### src/rtl/ldmx_daq_rdo_pkg.sv
// Shared definitions for the LDMX DAQ readout sequencer: FSM states, register-bus
// addresses, status-word field positions and the page-size decode.
package ldmx_daq_rdo_pkg;

  typedef enum logic [2:0] {
    S_IDLE,
    S_POLL,
    S_GAP,
    S_HDR,
    S_DATA,
    S_ADVANCE
  } rdo_state_e;

  localparam logic [11:0] STS1_ADDR    = 12'h041;
  localparam logic [11:0] CMD1_ADDR    = 12'h001;
  localparam logic [11:0] DATA_BASE    = 12'h800;
  localparam logic [31:0] ADVANCE_WORD = 32'h0000_0002;

  localparam int STS_EMPTY_BIT = 0;
  localparam int STS_LEN_LSB   = 16;
  localparam int STS_LEN_MSB   = 26;

  // Maximum number of words a single event may occupy for a given page-size code.
  function automatic logic [11:0] page_words(input logic [1:0] page_size);
    case (page_size)
      2'd0:    return 12'd512;
      2'd1:    return 12'd1024;
      default: return 12'd2048;
    endcase
  endfunction

endpackage

### src/rtl/daq_bus_master.sv
// Single-transaction register-bus engine. Holds strobe/address/data until the
// matching ack, samples read data on the ack cycle, and gives up after TIMEOUT
// cycles without an ack. Accepts a new request only while both strobes are low,
// so every transaction is followed by at least one idle bus cycle.
module daq_bus_master #(
  parameter int TIMEOUT = 255
) (
  input  logic        axi_clk,
  input  logic        reset_n,
  input  logic        req,
  input  logic        req_we,
  input  logic [11:0] req_addr,
  input  logic [31:0] req_wdata,
  output logic        m_rstr,
  output logic [11:0] m_raddr,
  input  logic        m_rack,
  input  logic [31:0] m_dout,
  output logic        m_wstr,
  output logic [11:0] m_waddr,
  output logic [31:0] m_din,
  input  logic        m_wack,
  output logic        done,
  output logic [31:0] rdata,
  output logic        timeout
);

  localparam int TO_W = $clog2(TIMEOUT + 1);

  logic [TO_W-1:0] wait_cnt;
  logic            active;
  logic            ack;

  assign active = m_rstr | m_wstr;
  assign ack    = (m_rstr & m_rack) | (m_wstr & m_wack);

  // Launch, hold and retire one bus transaction at a time.
  always_ff @(posedge axi_clk or negedge reset_n) begin
    if (!reset_n) begin
      m_rstr   <= 1'b0;
      m_raddr  <= '0;
      m_wstr   <= 1'b0;
      m_waddr  <= '0;
      m_din    <= '0;
      done     <= 1'b0;
      rdata    <= '0;
      timeout  <= 1'b0;
      wait_cnt <= '0;
    end else begin
      done    <= 1'b0;
      timeout <= 1'b0;
      if (active) begin
        if (ack) begin
          m_rstr <= 1'b0;
          m_wstr <= 1'b0;
          done   <= 1'b1;
          if (m_rstr) rdata <= m_dout;
        end else if (wait_cnt == TO_W'(TIMEOUT - 1)) begin
          m_rstr  <= 1'b0;
          m_wstr  <= 1'b0;
          timeout <= 1'b1;
        end else begin
          wait_cnt <= wait_cnt + 1'b1;
        end
      end else if (req) begin
        wait_cnt <= '0;
        if (req_we) begin
          m_wstr  <= 1'b1;
          m_waddr <= req_addr;
          m_din   <= req_wdata;
        end else begin
          m_rstr  <= 1'b1;
          m_raddr <= req_addr;
        end
      end
    end
  end

endmodule

### src/rtl/ldmx_daq_readout_ctrl.sv
// LDMX DAQ readout sequencer: polls the DAQ status register, streams each event's
// page words onto a valid/ready stream with sof/eof, then writes the advance
// command to release the page.
// Optional feature: define READOUT_HEADER_EN to precede every event with one
// header word {4'hA, 5'h0, len[10:0], evt_count[11:0]} that carries tsof.
module ldmx_daq_readout_ctrl
  import ldmx_daq_rdo_pkg::*;
#(
  parameter int POLL_GAP = 16,
  parameter int TIMEOUT  = 255,
  parameter int CNT_W    = 16
) (
  input  logic             axi_clk,
  input  logic             reset_n,
  input  logic             enable,
  input  logic [1:0]       page_size,
  output logic             m_rstr,
  output logic [11:0]      m_raddr,
  input  logic             m_rack,
  input  logic [31:0]      m_dout,
  output logic             m_wstr,
  output logic [11:0]      m_waddr,
  output logic [31:0]      m_din,
  input  logic             m_wack,
  output logic [31:0]      tdata,
  output logic             tvalid,
  output logic             tsof,
  output logic             teof,
  input  logic             tready,
  output logic [CNT_W-1:0] evt_count,
  output logic             busy,
  output logic             err_timeout,
  output logic             err_len,
  input  logic             err_clr
);

  localparam int GAP_W = (POLL_GAP > 1) ? $clog2(POLL_GAP) : 1;

  rdo_state_e       state;
  logic             pend;
  logic             req;
  logic             req_we;
  logic [11:0]      req_addr;
  logic [31:0]      req_wdata;
  logic             bm_done;
  logic             bm_timeout;
  logic [31:0]      bm_rdata;
  logic [11:0]      evt_len;
  logic [11:0]      idx;
  logic             sof_pend;
  logic [GAP_W-1:0] gap_cnt;
  logic [10:0]      sts_len;
  logic             len_over;
  logic [11:0]      clip_len;
  logic             slot_free;
`ifdef READOUT_HEADER_EN
  logic [10:0]      hdr_len;
`endif

  daq_bus_master #(.TIMEOUT(TIMEOUT)) u_bus (
    .axi_clk   (axi_clk),
    .reset_n   (reset_n),
    .req       (req),
    .req_we    (req_we),
    .req_addr  (req_addr),
    .req_wdata (req_wdata),
    .m_rstr    (m_rstr),
    .m_raddr   (m_raddr),
    .m_rack    (m_rack),
    .m_dout    (m_dout),
    .m_wstr    (m_wstr),
    .m_waddr   (m_waddr),
    .m_din     (m_din),
    .m_wack    (m_wack),
    .done      (bm_done),
    .rdata     (bm_rdata),
    .timeout   (bm_timeout)
  );

  assign busy = (state != S_IDLE);

  // Decode the status length, clip it to the page, and flag a free output slot.
  always_comb begin
    sts_len   = bm_rdata[STS_LEN_MSB:STS_LEN_LSB];
    len_over  = ({1'b0, sts_len} > page_words(page_size));
    clip_len  = len_over ? page_words(page_size) : {1'b0, sts_len};
    slot_free = !tvalid || tready;
  end

  // Readout sequencer: bus requests, output word register and sticky errors.
  always_ff @(posedge axi_clk or negedge reset_n) begin
    if (!reset_n) begin
      state       <= S_IDLE;
      pend        <= 1'b0;
      req         <= 1'b0;
      req_we      <= 1'b0;
      req_addr    <= '0;
      req_wdata   <= '0;
      evt_len     <= '0;
      idx         <= '0;
      sof_pend    <= 1'b0;
      gap_cnt     <= '0;
      tdata       <= '0;
      tvalid      <= 1'b0;
      tsof        <= 1'b0;
      teof        <= 1'b0;
      evt_count   <= '0;
      err_timeout <= 1'b0;
      err_len     <= 1'b0;
`ifdef READOUT_HEADER_EN
      hdr_len     <= '0;
`endif
    end else begin
      req <= 1'b0;
      if (tvalid && tready) begin
        tvalid <= 1'b0;
        tsof   <= 1'b0;
        teof   <= 1'b0;
      end
      // Clear first so that an error raised in the same cycle stays set.
      if (err_clr) begin
        err_timeout <= 1'b0;
        err_len     <= 1'b0;
      end
      if (bm_timeout) begin
        err_timeout <= 1'b1;
        pend        <= 1'b0;
        state       <= S_IDLE;
      end else begin
        case (state)
          S_IDLE: begin
            if (enable) state <= S_POLL;
          end
          S_POLL: begin
            if (!pend) begin
              req      <= 1'b1;
              req_we   <= 1'b0;
              req_addr <= STS1_ADDR;
              pend     <= 1'b1;
            end else if (bm_done) begin
              pend <= 1'b0;
              if (bm_rdata[STS_EMPTY_BIT]) begin
                gap_cnt <= '0;
                state   <= S_GAP;
              end else begin
                if (len_over) err_len <= 1'b1;
                evt_len  <= clip_len;
                idx      <= '0;
                sof_pend <= 1'b1;
`ifdef READOUT_HEADER_EN
                hdr_len  <= sts_len;
                state    <= S_HDR;
`else
                state    <= S_DATA;
`endif
              end
            end
          end
          S_GAP: begin
            if (!enable)                             state   <= S_IDLE;
            else if (gap_cnt == GAP_W'(POLL_GAP - 1)) state   <= S_POLL;
            else                                     gap_cnt <= gap_cnt + 1'b1;
          end
`ifdef READOUT_HEADER_EN
          S_HDR: begin
            if (slot_free) begin
              tdata    <= {4'hA, 5'h0, hdr_len, evt_count[11:0]};
              tvalid   <= 1'b1;
              tsof     <= 1'b1;
              teof     <= (evt_len == 12'd0);
              sof_pend <= 1'b0;
              state    <= S_DATA;
            end
          end
`endif
          S_DATA: begin
            // A read is launched only when its data is sure to find the register empty.
            if (!pend) begin
              if (idx == evt_len) begin
                state <= S_ADVANCE;
              end else if (slot_free) begin
                req      <= 1'b1;
                req_we   <= 1'b0;
                req_addr <= DATA_BASE | {1'b0, idx[10:0]};
                pend     <= 1'b1;
              end
            end else if (bm_done) begin
              pend     <= 1'b0;
              tdata    <= bm_rdata;
              tvalid   <= 1'b1;
              tsof     <= sof_pend;
              teof     <= (idx + 12'd1 == evt_len);
              sof_pend <= 1'b0;
              idx      <= idx + 12'd1;
            end
          end
          S_ADVANCE: begin
            if (!pend) begin
              req       <= 1'b1;
              req_we    <= 1'b1;
              req_addr  <= CMD1_ADDR;
              req_wdata <= ADVANCE_WORD;
              pend      <= 1'b1;
            end else if (bm_done) begin
              pend      <= 1'b0;
              evt_count <= evt_count + 1'b1;
              state     <= enable ? S_POLL : S_IDLE;
            end
          end
          default: state <= S_IDLE;
        endcase
      end
    end
  end

endmodule
### config.mk
export PLATFORM = sky130hd
export DESIGN_NAME = ldmx_daq_readout_ctrl
export DESIGN_NICKNAME = d
export VERILOG_FILES = /design/src/rtl/ldmx_daq_rdo_pkg.sv /design/src/rtl/daq_bus_master.sv /design/src/rtl/ldmx_daq_readout_ctrl.sv
export SDC_FILE = /design/constraint.sdc
export NUM_CORES = 1
export LEC_CHECK = 0
export ABC_AREA = 1
export CELL_PAD_IN_SITES_DETAIL_PLACEMENT = 1
export CELL_PAD_IN_SITES_GLOBAL_PLACEMENT = 2
export CORE_MARGIN = 8
export CORE_UTILIZATION = 25
export CTS_CLUSTER_DIAMETER = 30
export DETAILED_ROUTE_END_ITERATION = 7
export PLACE_DENSITY = 0.77
export SLEW_MARGIN = 20
export SYNTH_ARGS = -nofsm -noshare
export SYNTH_HDL_FRONTEND = slang
export SYNTH_SLANG_ARGS = --single-unit
### constraint.sdc
create_clock -name axi_clk -period 2.1 [get_ports axi_clk]
set_clock_uncertainty 0.05 [all_clocks]
set_input_delay 0.525 -clock axi_clk [delete_from_list [all_inputs] [get_ports axi_clk]]
set_output_delay 0.525 -clock axi_clk [all_outputs]
set_load 0.05 [all_outputs]
Yosys cells after proc, flatten, opt, wreduce, memory -nomap -nowiden
Index checks and enable logic that the tools add are counted.
- add/sub/neg operators: 4
- order comparisons: 1
- equality and inequality tests: 34
- muxes and demuxes: 97
- bitwise operators: 9
- reduce and logical (&&, ||, !) cells: 28
- operator list (operator ; number):
    $mux W12 ; 11
    $mux W1 ; 57
    $pmux W12 S2 ; 2
    $pmux W12 S3 ; 1
    $mux W3 ; 11
    $mux W8 ; 4
    $eq A12 B12 Y1 ; 2
    $ne A2 B2 Y1 const B ; 12
    $reduce_and A3 Y1 ; 7
    $reduce_and A7 Y1 ; 3
    $mux W4 ; 5
    $add A16 B1 Y16 const B ; 1
    $ne A3 B2 Y1 const B ; 5
    $pmux W3 S5 ; 1
    $add A12 B1 Y12 const B ; 1
    $gt A11 B12 Y1 ; 1
    $reduce_bool A2 Y1 ; 5
    $reduce_bool A3 Y1 ; 3
    $add A8 B1 Y8 const B ; 1
    $eq A8 B8 Y1 const B ; 1
    $ne A2 B1 Y1 const B ; 4
    $pmux W4 S2 ; 1
    $reduce_and A4 Y1 ; 2
    $reduce_and A8 Y1 ; 1
    21 further kinds ; 31
- flip-flop bits (word level): 170
- logic and storage cells: 199

Depth between registers and ports, before layout
Gate-level depths: netlist of run 1.
- word-level depth: 9
- gate-level depth with buffers: 13
- depth with buffers taken out: 12

By module
Synthesis of run 1 repeated with hierarchy kept, for this count alone.
- cell total of the unflattened synthesis: 1087
- area total of the unflattened synthesis: 9193.8 um2
- by module, submodules not included (module ; instances ; cells an instance ; area each (um2) ; seq. area each (um2)):
    ldmx_daq_readout_ctrl ; 1 ; 630 ; 5059.9 ; 2527.4
    daq_bus_master ; 1 ; 457 ; 4134.0 ; 2502.4

Worst setup path after synthesis of run 1
OpenSTA, ideal clock, no wires.
- path type: input to register
- start point: input port page_size[1]
- end point: register evt_len[10]
- data arrival time: 1.576 ns
- data required time: 1.924 ns
- setup slack: 0.348 ns
- stages on the path: 12
- buffers on the path: 1
- cells stage by stage: inv_1 > nand2_1 > ha_1 > inv_1 > nor2_1 > o21ai_0 > inv_1 > nand2_1 > buf_2 > nand2_1 > nand3_1 > o21ai_0
- cells in the longest elaborated chain, start to end: 4
- ends and longest elaborated chain (item ; line ; source):
    start, declared ; ldmx_daq_readout_ctrl.sv:16 ; input logic [1:0] page_size,
    $eq A2 B1 Y1 / $logic_not A2 Y1 (equally long branches) ; ldmx_daq_rdo_pkg.sv:25 ; case (page_size)
    $pmux W12 S2 (*) ; ldmx_daq_rdo_pkg.sv:25 ;
    $gt A11 B12 Y1 ; ldmx_daq_readout_ctrl.sv:85 ; len_over = ({1'b0, sts_len} > page_words(page_size));
    $mux W12 (*) ; ldmx_daq_readout_ctrl.sv:86 ; clip_len = len_over ? page_words(page_size) : {1'b0, sts_len};
    end signal, assigned ; ldmx_daq_readout_ctrl.sv:147 ; evt_len <= clip_len;
    end, declared ; ldmx_daq_readout_ctrl.sv:48 ; logic [11:0] evt_len;
Every way passes the cells marked *; elsewhere a longest branch is shown, timed or not.
A chain may end at the register's enable or synchronous reset.

Worst setup path in the final report of run 1
- start point: register state[2]
- end point: output port busy
- cells in the longest elaborated chain, start to end: 1
- ends and longest elaborated chain (item ; line ; source):
    start, declared ; ldmx_daq_readout_ctrl.sv:39 ; rdo_state_e state;
    start signal, assigned ; ldmx_daq_readout_ctrl.sv:207 ; state <= enable ? S_POLL : S_IDLE;
    $reduce_bool A3 Y1 ; ldmx_daq_readout_ctrl.sv:80 ; assign busy = (state != S_IDLE);
    end, declared ; ldmx_daq_readout_ctrl.sv:31 ; output logic busy,
Every way passes these cells.

==> impl_metrics.toml, run 1 <==
[floorplan]
core-area_um2 = 31560
die_w_um = 195.0
start_util = 0.2540
pin_count = 153
die_h_um = 195.0
rows = 65
die_area_um2 = 38040

[detailed_routing]
dr_total_vias = 6124
first_pass_iters = 7
drt-total-wl_um = 21430
ant_nets = 0
avgViaCountPerCell = 4.238
drt_iter0_drc = 351
routedWlPerCell_um = 14.83
drc = 0

[global_route]
grt_pass1_wl_um = 36200
antenna_found_initial = 1
grt_usage = 0.1163
grt_start_max_net_pins = 49
grt_overflow = 0
grt_pass1_vias = 6518

[clock_tree]
clock_latency_ns = 0.43
clock_path_buffers = 2
clkSinkCount = 170
cts_buffers = 17
cts_tree = "built"
clkSlewWorstSetupHoldPaths_ns = 0.07
cts_setup_buffers = 0
htreeDepth = 4
clockRootBuffer = "clkbuf_16"

[synth]
ys.flop_type = "dfrtp_1"
synth_top_area_cell = "dfrtp_1"
netlist_area_um2 = 8014
synth_cells = 890
ys_types = 43
synth_seq_cells = 170
yosysSeqAreaShare = 0.5308
async_flop_share = 1.000
syn_area_per_cell_um2 = 9.004
ys_warn_count = 0
netlist.area_leader.share = 0.5308
synth_edf_count = 0
synth_area_leaders = "dfrtp_1, nand2_1, inv_1"

[worst_setup_path]
start_kind = "register"
worstSetupPathType = "register to primary output"
crit_required_ns = 1.52
cp.arrival_ns = 1.42
crit_fanout = 8
endpoint_kind = "primary output"

[layout]
drive_above_1_share = 0.2004
area_growth_pct = 26.89
layout.nets = 1080
antenna_cells = 0
final_util = 0.3222

[placed_design]
hpwl_um = 16160
gp_congestion = 0.7727
port_buffers = 121

[run]
max-cap-violations = 0

[sta]
tightest_slew_ns = 0.8125
max_freq_ghz = 0.5020
finalCritPeriodShare = 0.9486
setup_viol = 0
finalCriticalPeriod_ns = 1.992
report.final.slew_viol_count = 0
rsz0062_at_grt = "false"
max_slew_margin = 0.4584
finalHoldViolations = 0

[pwr]
p_per_area_nw_per_um2 = 908.9
p_leak_uw = 0.005069
irDropWorstVdd_uv = 553.2
power.total_uw = 9242

[hold_path]
worstHoldPathType = "register to register"

[status]
run_status = "finished clean"
## synthesized netlist by cell type (14+ instances only)
master and n:
dfrtp_1 170, mux2_2 16, inv_1 86, buf_4 33, nand2_1 226, xor2_1 18
nand4_1 19, nand3_1 49, a21oi_1 24, o21ai_1 14, o21ai_0 63, nor2_1 50
## worst max-delay path: stages (launching register included)
cell	delay, ns
dfrtp_1	0.49
nor2_2	0.20
nand2_1	0.13
buf_12	0.17
## area by class of cell
| cell class | count | area (um^2) |
|---|---|---|
| repair buffers | 152 | 1363 |
| clock inverters | 13 | 147.6 |
| flip-flops and latches | 170 | 4254 |
| multi-input cells | 593 | 3102 |
| well taps | 402 | 503.0 |
| fillers | 3698 | 21390 |
| clock buffers | 18 | 429.2 |
| inverters | 97 | 370.4 |
## repair_timing
| item | in CTS | in global routing |
|---|---|---|
| endpoints found under the hold margin | 29 | 0 |
| endpoints found under the setup margin | 4 | 1 |
| gates resized for setup | 4 | 1 |
| hold buffers | 1 | 0 |
## worst paths after layout
path                                          start                        to  slack, ns  depth (start not counted)
hold reg to reg            req_wdata[1]$_DFFE_PN0P_  req_wdata[1]$_DFFE_PN0P_       0.41                          2
setup / recovery               state[2]$_DFFE_PN0P_                      busy       0.11                          3
setup reg to reg               state[0]$_DFFE_PN0P_     tdata[28]$_DFFE_PN0P_       0.26                          7
hold / removal             req_wdata[1]$_DFFE_PN0P_  req_wdata[1]$_DFFE_PN0P_       0.41                          2
min in group asynchronous                   reset_n     tdata[24]$_DFFE_PN0P_       0.51                          2
max in group asynchronous                   reset_n  u_bus.m_rstr$_DFFE_PN0P_       0.90                          3
## layout by cell type, fill, tap and decap left out, types with 4 or more instances in the layout
| cell type | instances |
|---|---|
| inv_1 | 86 |
| dlygate4sd2_1 | 4 |
| clkdlybuf4s50_1 | 39 |
| nor2_4 | 5 |
| inv_2 | 7 |
| o31ai_1 | 6 |
| o21ai_0 | 63 |
| xor2_1 | 18 |
| a21oi_1 | 24 |
| nand4_1 | 19 |
| nand2_1 | 225 |
| xnor2_1 | 12 |
| clkinv_4 | 5 |
| buf_4 | 98 |
| conb_1 | 31 |
| o21ai_2 | 6 |
| buf_12 | 9 |
| nor3_1 | 7 |
| clkbuf_16 | 17 |
| mux2_2 | 16 |
| ha_1 | 8 |
| nand3_1 | 49 |
| nand2_2 | 13 |
| nand2_4 | 4 |
| dfrtp_1 | 170 |
| nor2_2 | 7 |
| o21ai_1 | 14 |
| nor2_1 | 49 |
## per-layer routing
metal	track usage	up-vias	share of wire
li1	-	3055	-
met1	0.1567	2957	0.49
met2	0.1760	95	0.44
met3	0.04006	15	0.056
met4	0.02948	2	0.0095
met5	0	-	0.00061
## kinds of logic after synthesis
kind of cell / after synthesis / synth area share
adders and majority gates: 8 / 0.01249
DFF: 170 / 0.5308
buffers and inverters: 157 / 0.09680
and+or+nand+nor: 389 / 0.2214
muxes: 16 / 0.02248
AOI/OAI and AO/OA: 117 / 0.07869
xor gates and xnor gates: 32 / 0.03685
other: 1 / 0.0004679
## sequential cells by signal, summed over array words and instances (netlist names), 3 cells and up
| name | count |
|---|---|
| idx | 12 |
| evt_count | 16 |
| evt_len | 12 |
| u_bus.wait_cnt | 8 |
| tdata | 32 |
| u_bus.m_waddr | 12 |
| state | 3 |
| u_bus.rdata | 32 |
| req_addr | 12 |
| u_bus.m_raddr | 12 |
| gap_cnt | 4 |
## report_power, final
| group | switching [uW] | total, uW | internal [uW] | leakage (uW) |
|---|---|---|---|---|
| Clock | 1380 | 3130 | 1760 | 0.000274 |
| Sequential | 313 | 3980 | 3670 | 0.00222 |
| Combinational | 1450 | 2130 | 685 | 0.00257 |
## metrics by stage
step                      setup slack (ns)  hold WS, ns  std cells  area [um^2]  TNS, ns
final                               0.1080       0.4060       1445        10170        0
after global routing              0.008676       0.4421       1445        10170        0
after CTS                          0.02256       0.4132       1445        10170        0
after detailed placement           -0.1938       0.3962       1413         9584   -1.689
after global placement             -0.1343       0.3799       1413         9584   -1.244
after floorplan                     0.3477       0.1794        920         8127        0
No activity file was read; power rests on OpenSTA's default activity.
==> run 2, diff against run 1 <==
--- a/config.mk
+++ b/config.mk
@@ -13,6 +13,7 @@
 export CTS_CLUSTER_DIAMETER = 30
 export DETAILED_ROUTE_END_ITERATION = 7
 export PLACE_DENSITY = 0.77
+export REMOVE_ABC_BUFFERS = 1
 export SLEW_MARGIN = 20
 export SYNTH_ARGS = -nofsm -noshare
 export SYNTH_HDL_FRONTEND = slang
==> run 2 against run 1 <==
- combinational power barely moved
- clock power barely moved
- first-iteration DRC count fell by 25%
- power rose by 0.23%
- utilization fell by 0.079 points
- register-to-register slack got worse by 0.05 ns
- highest routed layer is now met4
==> impl_metrics.toml, run 2 (synthesized netlist as in run 1, its figures left out) <==
[detailed_routing]
drt-total-wl_um = 21570
avgViaCountPerCell = 4.247
drc = 0
dr_total_vias = 6120
drt_iter0_drc = 262
first_pass_iters = 4
routedWlPerCell_um = 14.97
ant_nets = 0

[worst_setup_path]
cp.arrival_ns = 1.47
crit_required_ns = 1.52
worstSetupPathType = "register to primary output"
slowest_delay_ns = 0.48
cp_num_buf_inv = 1
crit_family = "flip-flops"
timing.critical_path.cells = "nor2_1 > nand2_1 > buf_12"
endpoint_kind = "primary output"
cpMaxStageDelayCell = "dfrtp_1"
start_kind = "register"
crit_fanout = 8

[clock_tree]
clkSinkCount = 170
clock_latency_ns = 0.43
clockRootBuffer = "clkbuf_16"
clock_path_buffers = 2
cts_setup_buffers = 0
clkSlewWorstSetupHoldPaths_ns = 0.07
cts_buffers = 17
htreeDepth = 4
cts_tree = "built"

[layout]
reg.largest.list = "tdata: 32 flops, u_bus.rdata: 32 flops, evt_count: 16 flops"
drive_above_1_share = 0.1935
final_util = 0.3215
antenna_cells = 0
layout.nets = 1079
area_growth_pct = 26.57
final_common_cell = "nand2_1"
fin_area_um2 = 10140
fill_cells = 3694
final_cell_mix = "nand2_1, dfrtp_1, buf_4, inv_1, o21ai_0"

[global_route]
grt_overflow = 0
antenna_found_initial = 0
grt_usage = 0.1170
grt_pass1_vias = 6650
grt_pass1_wl_um = 36250
gr-usage-met1 = 0.1548
gr-usage-met2 = 0.1853
grt_busiest_layer = "met2"
grtUsageMet3 = 0.03112
grt_start_max_net_pins = 43

[hold_path]
worstHoldPathType = "register to register"

[sta]
rsz0062_at_grt = "false"
whs_ns = 0.4225
max_freq_ghz = 0.4901
finalCriticalPeriod_ns = 2.040
report.final.slew_viol_count = 0
finalHoldViolations = 0
setup_viol = 0
finalCritPeriodShare = 0.9716

[floorplan]
start_util = 0.2540
core-area_um2 = 31560
die_h_um = 195.0
pin_count = 153
rows = 65
die_w_um = 195.0
die_area_um2 = 38040

[pwr]
p_sw_uw = 3070
internal_power_uw = 6193
power_frac_clock = 0.340
seq_power_share = 0.431
irDropWorstVdd_uv = 562.3
p_sw_frac = 0.3315
p_leak_uw = 0.005059
p_per_area_nw_per_um2 = 913.2
combPwrFrac = 0.229

[placed_design]
gp_congestion = 0.8081
hpwl_um = 16090
port_buffers = 121
postPlaceCellArea_um2 = 9579

[run]
max-cap-violations = 0

[status]
run_status = "finished clean"
[run 2: what timing repair did]
action / in CTS / in global routing
hold buffers: 1 / 0
endpoints found under the setup margin: 5 / 0
gates resized for setup: 5 / 0
endpoints found under the hold margin: 35 / 0
[run 2: final timing paths]
kind / slack [ns] / startpoint / end / cells after the start
setup / recovery: 0.06 / state[2]$_DFFE_PN0P_ / busy / 3
hold / removal: 0.42 / u_bus.rdata[4]$_DFFE_PN0P_ / tdata[4]$_DFFE_PN0P_ / 2
setup reg to reg: 0.21 / idx[7]$_DFFE_PN0P_ / req_addr[2]$_DFFE_PN0P_ / 12
hold reg to reg: 0.42 / u_bus.rdata[4]$_DFFE_PN0P_ / tdata[4]$_DFFE_PN0P_ / 2
max in group asynchronous: 0.86 / reset_n / err_timeout$_DFFE_PN0P_ / 3
min in group asynchronous: 0.55 / reset_n / tdata[23]$_DFFE_PN0P_ / 2
[run 2: metal layers]
metal / vias to the layer above / share of wire
met5: - / 0
met4: 0 / 0.012
met3: 10 / 0.045
met2: 93 / 0.46
met1: 2969 / 0.49
li1: 3048 / -
[run 2: tightest hold or removal path, stage by stage (launching register included)]
cell	delay, ns
dfrtp_1	0.34
nand2_1	0.05
nand2_1	0.05
[run 2: stage by stage]
| stage | worst slack, ns | std cells | power (uW) | TNS [ns] |
|---|---|---|---|---|
| after global placement | -0.1547 | 1412 | 6159 | -1.602 |
| after detailed placement | -0.2227 | 1412 | 6211 | -2.427 |
| after CTS | 0.02367 | 1441 | 9452 | 0 |
| final | 0.05957 | 1441 | 9263 | 0 |
| after global routing | 0.002846 | 1441 | 9787 | 0 |
| after floorplan | -0.2543 | 860 | 5396 | -4.867 |
[run 2: power groups by stage]
| stage | Combinational [uW] | Clock (uW) | Sequential (uW) |
|---|---|---|---|
| final | 2120 | 3150 | 3990 |
| after floorplan | 992 | 0 | 4400 |
| after CTS | 2160 | 3290 | 3990 |
| after detailed placement | 2160 | 0 | 4050 |
| after global placement | 2120 | 0 | 4040 |
| after global routing | 2340 | 3400 | 4050 |
[run 2: final cells by class]
type	count	area, um^2	area share
clock buffer	20	436.7	0.04305
timing repair buffer	151	1356	0.1337
multi-input combinational	593	3099	0.3055
inverter	97	370.4	0.03651
sequential	170	4254	0.4194
tap	402	503.0	0.04959
clock inverter	8	123.9	0.01221
